**src/rtl/secuenciador_datos_rtc.sv**
```systemverilog
// Reads N_DATOS bytes from the RTC interface once per vertical blanking and
// publishes them to the display atomically; a stalled transfer aborts with a sticky error.
module secuenciador_datos_rtc #(
  parameter int N_DATOS = 8,
  parameter int TIMEOUT = 64
) (
  input  logic                   clk,
  input  logic                   reset,
  input  logic                   tick_frame,
  input  logic                   habilitar,
  input  logic                   dato_valido,
  input  logic [7:0]             datoRTC,
  output logic                   inicioSecuencia,
  output logic                   ocupado,
  output logic [2:0]             dato_idx,
  output logic [8*N_DATOS-1:0]   datos_pantalla,
  output logic                   actualizado,
  output logic                   error_timeout
);

  localparam int CNT_W = $clog2(TIMEOUT) + 1;

  localparam logic [1:0] IDLE    = 2'd0;
  localparam logic [1:0] CAPTURA = 2'd1;
  localparam logic [1:0] COMMIT  = 2'd2;
  localparam logic [1:0] ABORTA  = 2'd3;

  localparam logic [2:0]       ULTIMO_IDX = 3'(N_DATOS - 1);
  localparam logic [CNT_W-1:0] CNT_LIMITE = CNT_W'(TIMEOUT - 1);
  localparam logic [CNT_W-1:0] CNT_MAX    = {CNT_W{1'b1}};

  logic [1:0]       estado;
  logic [1:0]       estado_sig;
  logic [CNT_W-1:0] cnt_timeout;
  logic [7:0]       shadow [N_DATOS];

  logic arranque;
  logic captura_ok;
  logic fin_captura;
  logic vence_timeout;

  assign arranque      = (estado == IDLE) && tick_frame && habilitar;
  assign captura_ok    = (estado == CAPTURA) && dato_valido;
  assign fin_captura   = captura_ok && (dato_idx == ULTIMO_IDX);
  // A valid byte on the limit cycle takes priority over the timeout.
  assign vence_timeout = (estado == CAPTURA) && !dato_valido && (cnt_timeout >= CNT_LIMITE);

  always_comb begin
    estado_sig = estado;
    case (estado)
      IDLE:    if (arranque) estado_sig = CAPTURA;
      CAPTURA: begin
        if (fin_captura)        estado_sig = COMMIT;
        else if (vence_timeout) estado_sig = ABORTA;
      end
      COMMIT:  estado_sig = IDLE;
      ABORTA:  estado_sig = IDLE;
      default: estado_sig = IDLE;
    endcase
  end

  // Status outputs are registered from the next state so they track the FSM edge-for-edge.
  always_ff @(posedge clk or posedge reset) begin
    if (reset) begin
      estado          <= IDLE;
      ocupado         <= 1'b0;
      inicioSecuencia <= 1'b0;
    end else begin
      estado          <= estado_sig;
      ocupado         <= (estado_sig != IDLE);
      inicioSecuencia <= (estado_sig == CAPTURA);
    end
  end

  always_ff @(posedge clk or posedge reset) begin
    if (reset) begin
      dato_idx    <= 3'd0;
      cnt_timeout <= '0;
    end else if (arranque) begin
      dato_idx    <= 3'd0;
      cnt_timeout <= '0;
    end else if (captura_ok) begin
      cnt_timeout <= '0;
      if (!fin_captura) dato_idx <= dato_idx + 3'd1;
    end else if ((estado == CAPTURA) && (cnt_timeout != CNT_MAX)) begin
      cnt_timeout <= cnt_timeout + 1'b1;
    end
  end

  always_ff @(posedge clk or posedge reset) begin
    if (reset) begin
      for (int k = 0; k < N_DATOS; k++) shadow[k] <= 8'd0;
    end else if (captura_ok) begin
      shadow[dato_idx] <= datoRTC;
    end
  end

  // The display only ever sees a complete frame, copied in one edge out of COMMIT.
  always_ff @(posedge clk or posedge reset) begin
    if (reset) begin
      datos_pantalla <= '0;
      actualizado    <= 1'b0;
      error_timeout  <= 1'b0;
    end else begin
      actualizado <= (estado == COMMIT);
      if (estado == COMMIT) begin
        for (int k = 0; k < N_DATOS; k++) datos_pantalla[8*k +: 8] <= shadow[k];
        error_timeout <= 1'b0;
      end else if (vence_timeout) begin
        error_timeout <= 1'b1;
      end
    end
  end

endmodule

```
**config.mk**
```make
export PLATFORM = sky130hd
export DESIGN_NAME = secuenciador_datos_rtc
export DESIGN_NICKNAME = d
export VERILOG_FILES = /design/src/rtl/secuenciador_datos_rtc.sv
export SDC_FILE = /design/constraint.sdc
export NUM_CORES = 1
export LEC_CHECK = 0
export ABC_CLOCK_PERIOD_IN_PS = 9100
export CAP_MARGIN = 20
export CORE_ASPECT_RATIO = 0.5
export CORE_MARGIN = 2
export CORE_UTILIZATION = 55
export DETAILED_ROUTE_END_ITERATION = 16
export PLACE_DENSITY = 0.86
export RECOVER_POWER = 25
export SLEW_MARGIN = 0
export SYNTH_ARGS = -nofsm -noshare
export SYNTH_HDL_FRONTEND = slang
export SYNTH_SLANG_ARGS = --single-unit
```
**constraint.sdc**
```tcl
create_clock -name clk -period 9.1 [get_ports clk]
set_input_delay 1.82 -clock clk [delete_from_list [all_inputs] [get_ports clk]]
set_output_delay 1.82 -clock clk [all_outputs]
set_load 0.005 [all_outputs]
```
==> summary.md <==
| Metric | Value |
|---|---|
| Final setup fails | `0` |
| Logic pwr share | `0.282` |
| Internal power | `1.84 mW` |
| Total of max-cap violations | `3` |
| Slew @ Worst Pin | `3.01 ns` |
| Critical path class | `reg2reg` |
| Drt via density | `5.47` |
| Worst setup margin | `4.43 ns` |
| Worst reg-to-reg setup slack | `4.43 ns` |
| I/O Buffers | `83` |
| Root Driver | `clkbuf_16` |
| First-pass GRT wire length | `18900 um` |
| FMAX | `0.214 GHz` |
| Area after DPL | `0.00666 mm2` |
| Critical path peak fanout | `45` |
| # diodes | `0` |
| Arr. time, crit path | `4.96 ns` |
| Status | `finished with violations` |
| Via count | `3271` |
| Min Clock Period, post-route | `4.67 ns` |
| Final HPWL DP | `7120 um` |
| FP Rows | `26` |
| Synth warn | `0` |
| Cells after synthesis | `359` |
| Final core occ | `0.716` |
| Slew headroom | `-1.01` |
| RSZ-0062 raised after global routing | `no` |
| DRT iter0 DRCs | `229` |
| CTS tree | `yes` |
| CTS buffer count | `17` |
| Hold Crit Start | `shadow[27]$_DFFE_PP0P_` |
| Starting density of the core | `0.562` |
| Initial antenna violation count | `0` |
| WHS Path Cells | `1` |
| Number of remaining DRC errors | `0` |
| Net Sw Power | `0.672 mW` |
| Post-synth EDFFs | `0` |
| Clock share of power | `0.287` |
| Vias in the first global route | `3467` |
| Yosys cell types | `42` |
| Worst reg2reg path startpoint | `estado[0]$_DFF_PP0_` |
| I/O pin total | `84` |
| Grt total ovfl | `0` |
| Largest area contributor in the netlist | `dfrtp_1` |
| Setup crit end kind | `flop` |
| Routed len/inst | `19.6 um` |
| Ranking of synthesized cells by area | `dfrtp_1 63%, mux2_2 19%, mux2_4 4.2%, mux2_1 3.2%, mux2i_1 1.1%` |
| Seq cells post-synth | `144` |
| Violations in the final reports | `capacitance limit, slew limit` |
| Reg clk slew, reported paths | `0.06 ns` |
| Yosys top cell area share | `0.631` |
| Slew Limit Fails | `142` |
| Setup total negative slack | `0 ns` |
| Pleak | `3.32 nW` |
| Post-synthesis sequential area ratio | `0.631` |
| RR Endpoint | `datos_pantalla[30]$_DFFE_PP0P_` |
| Avg Cell Area, Syn | `15.9 um2` |
| Fraction of layout cells with a size suffix above 1 | `0.323` |
| Final-report hold violation count | `0` |
| Synthesized cell area | `0.00571 mm2` |
| Pre-CTS setup slack | `5.03 ns` |
| Design Area, Final | `0.00726 mm2` |
| Post-Route WL | `11700 um` |
| Crit. Startpoint | `estado[0]$_DFF_PP0_` |
| GR Util All Layers | `0.224` |
| Post-CTS setup buffers | `0` |
| Worst Hold Class | `reg2reg` |
| Crit share post-route | `0.513` |
| Maximum vdd drop | `0.162 mV` |
| Worst-skew pair later-pin latency | `0.42 ns` |
| GP Congestion | `0.834` |
| Main synth FF type | `dfrtp_1` |
| Pre-antenna DRT Iters | `4` |
| Hold slack | `0.491 ns` |
| Asr flop ratio synth | `1.00` |
| Maximum root-to-sink buffer count | `2` |
| DRT antenna net count | `0` |
| Die Width | `148 um` |
| Final Skew | `0.00733 ns` |
| Hold_buf cts | `0` |
| Sw Share | `0.267` |
| Core ar. | `0.0101 mm2` |
| Layout area overhead | `27.2%` |
| PwrDens | `346 mW/mm2` |
| Largest net degree at the start of global routing | `74` |
| Num Clock Sinks | `144` |
| CTS H-tree lvls | `4` |
| NumNets Final | `462` |
| Flop pwr share | `0.431` |
| Total Die Area | `0.0113 mm2` |
| FF-to-FF path depth | `3` |
| Data required time of the worst path | `9.39 ns` |
| Type of element launching the critical path | `flop` |
| Cts repair resizes | `0` |
| Syn_nets | `375` |
| WHS Endpoint | `shadow[27]$_DFFE_PP0P_` |
| Die H | `76.0 um` |
==> worst max-delay path by stage <==
stage                                                end  slack (ns)
after detailed placement          shadow[54]$_DFFE_PP0P_        5.03
final                     datos_pantalla[30]$_DFFE_PP0P_        4.43
after CTS                         shadow[52]$_DFFE_PP0P_        5.44
after global placement            shadow[40]$_DFFE_PP0P_        5.09
after floorplan                    actualizado$_DFF_PP0_        3.41
after global routing          cnt_timeout[0]$_DFFE_PP0P_        3.81
==> power groups by stage <==
stage                     Sequential (mW)  Clock [mW]  Combinational [mW]
after floorplan                      1.04           0               0.372
after global placement               1.08           0               0.680
after detailed placement             1.08           0               0.706
after CTS                            1.08       0.730               0.721
after global routing                 1.11       0.760               0.763
final                                1.08       0.721               0.710
==> per-stage QoR <==
stage / total power [mW] / instances
detailed placement: 1.79 / 567
CTS: 2.53 / 598
finish: 2.51 / 598
global route: 2.64 / 598
floorplan: 1.41 / 359
global placement: 1.76 / 567
==> critical path, stage by stage, from the launching register on <==
cell	delay [ns]
dfrtp_1	0.48
nor2b_1	1.60
clkbuf_1	1.95
mux2_2	0.48
==> logic make-up after synthesis <==
group / share of synthesized area
compound gates: 0.0204
xor+xnor: 0.00153
fa+ha+maj: 0.00658
buf+inv: 0.0169
flops: 0.631
mux: 0.274
simple gates: 0.0498
==> Yosys cell counts, types with 3 or more instances <==
library cell,number
mux2_4,16
clkbuf_1,5
mux2_1,16
a211oi_1,3
a21oi_1,4
nand2_1,6
buf_2,8
mux2_2,96
mux2i_1,6
ha_1,3
nand3b_1,3
inv_1,4
nand3_1,7
nor2_1,5
dfrtp_1,144
==> layout make-up <==
type,count,area [um2]
flip-flops and latches,144,3600
fillers,628,2890
multi-input cells,194,2010
repair buffers,85,842
clock buffers,17,425
clock inverters,14,193
well taps,140,175
inverters,4,16.3
==> registers in the layout (all words and copies together), names as in the netlist <==
signal / cells
actualizado: 1
cnt_timeout: 7
dato_idx: 3
datos_pantalla: 64
error_timeout: 1
estado: 2
inicioSecuencia: 1
ocupado: 1
shadow: 64
==> layout by cell type (no fill, tap or decap), types with 2 or more instances in the layout <==
cell,instances
clkinv_2,3
nand3b_1,3
clkbuf_16,17
nand3_1,7
dfrtp_1,144
nand2_1,6
nor3b_4,2
ha_1,3
a2111oi_0,2
clkdlybuf4s50_1,82
nor2_1,5
a211oi_1,3
clkinv_4,4
inv_1,3
or4b_1,2
clkinvlp_4,3
bufinv_16,4
mux2_4,16
and2_1,2
mux2_2,93
mux2_1,19
a21oi_1,4
mux2i_1,6
==> layer usage <==
metal  wire length [um]  GRT usage  vias to the layer above
met5                  0          0                        -
li1                   -          -                     1459
met1               5330      0.296                     1724
met3                457     0.0683                       16
met2               5720      0.358                       72
met4                201     0.0743                        0
No activity file was read; power rests on OpenSTA's default activity.
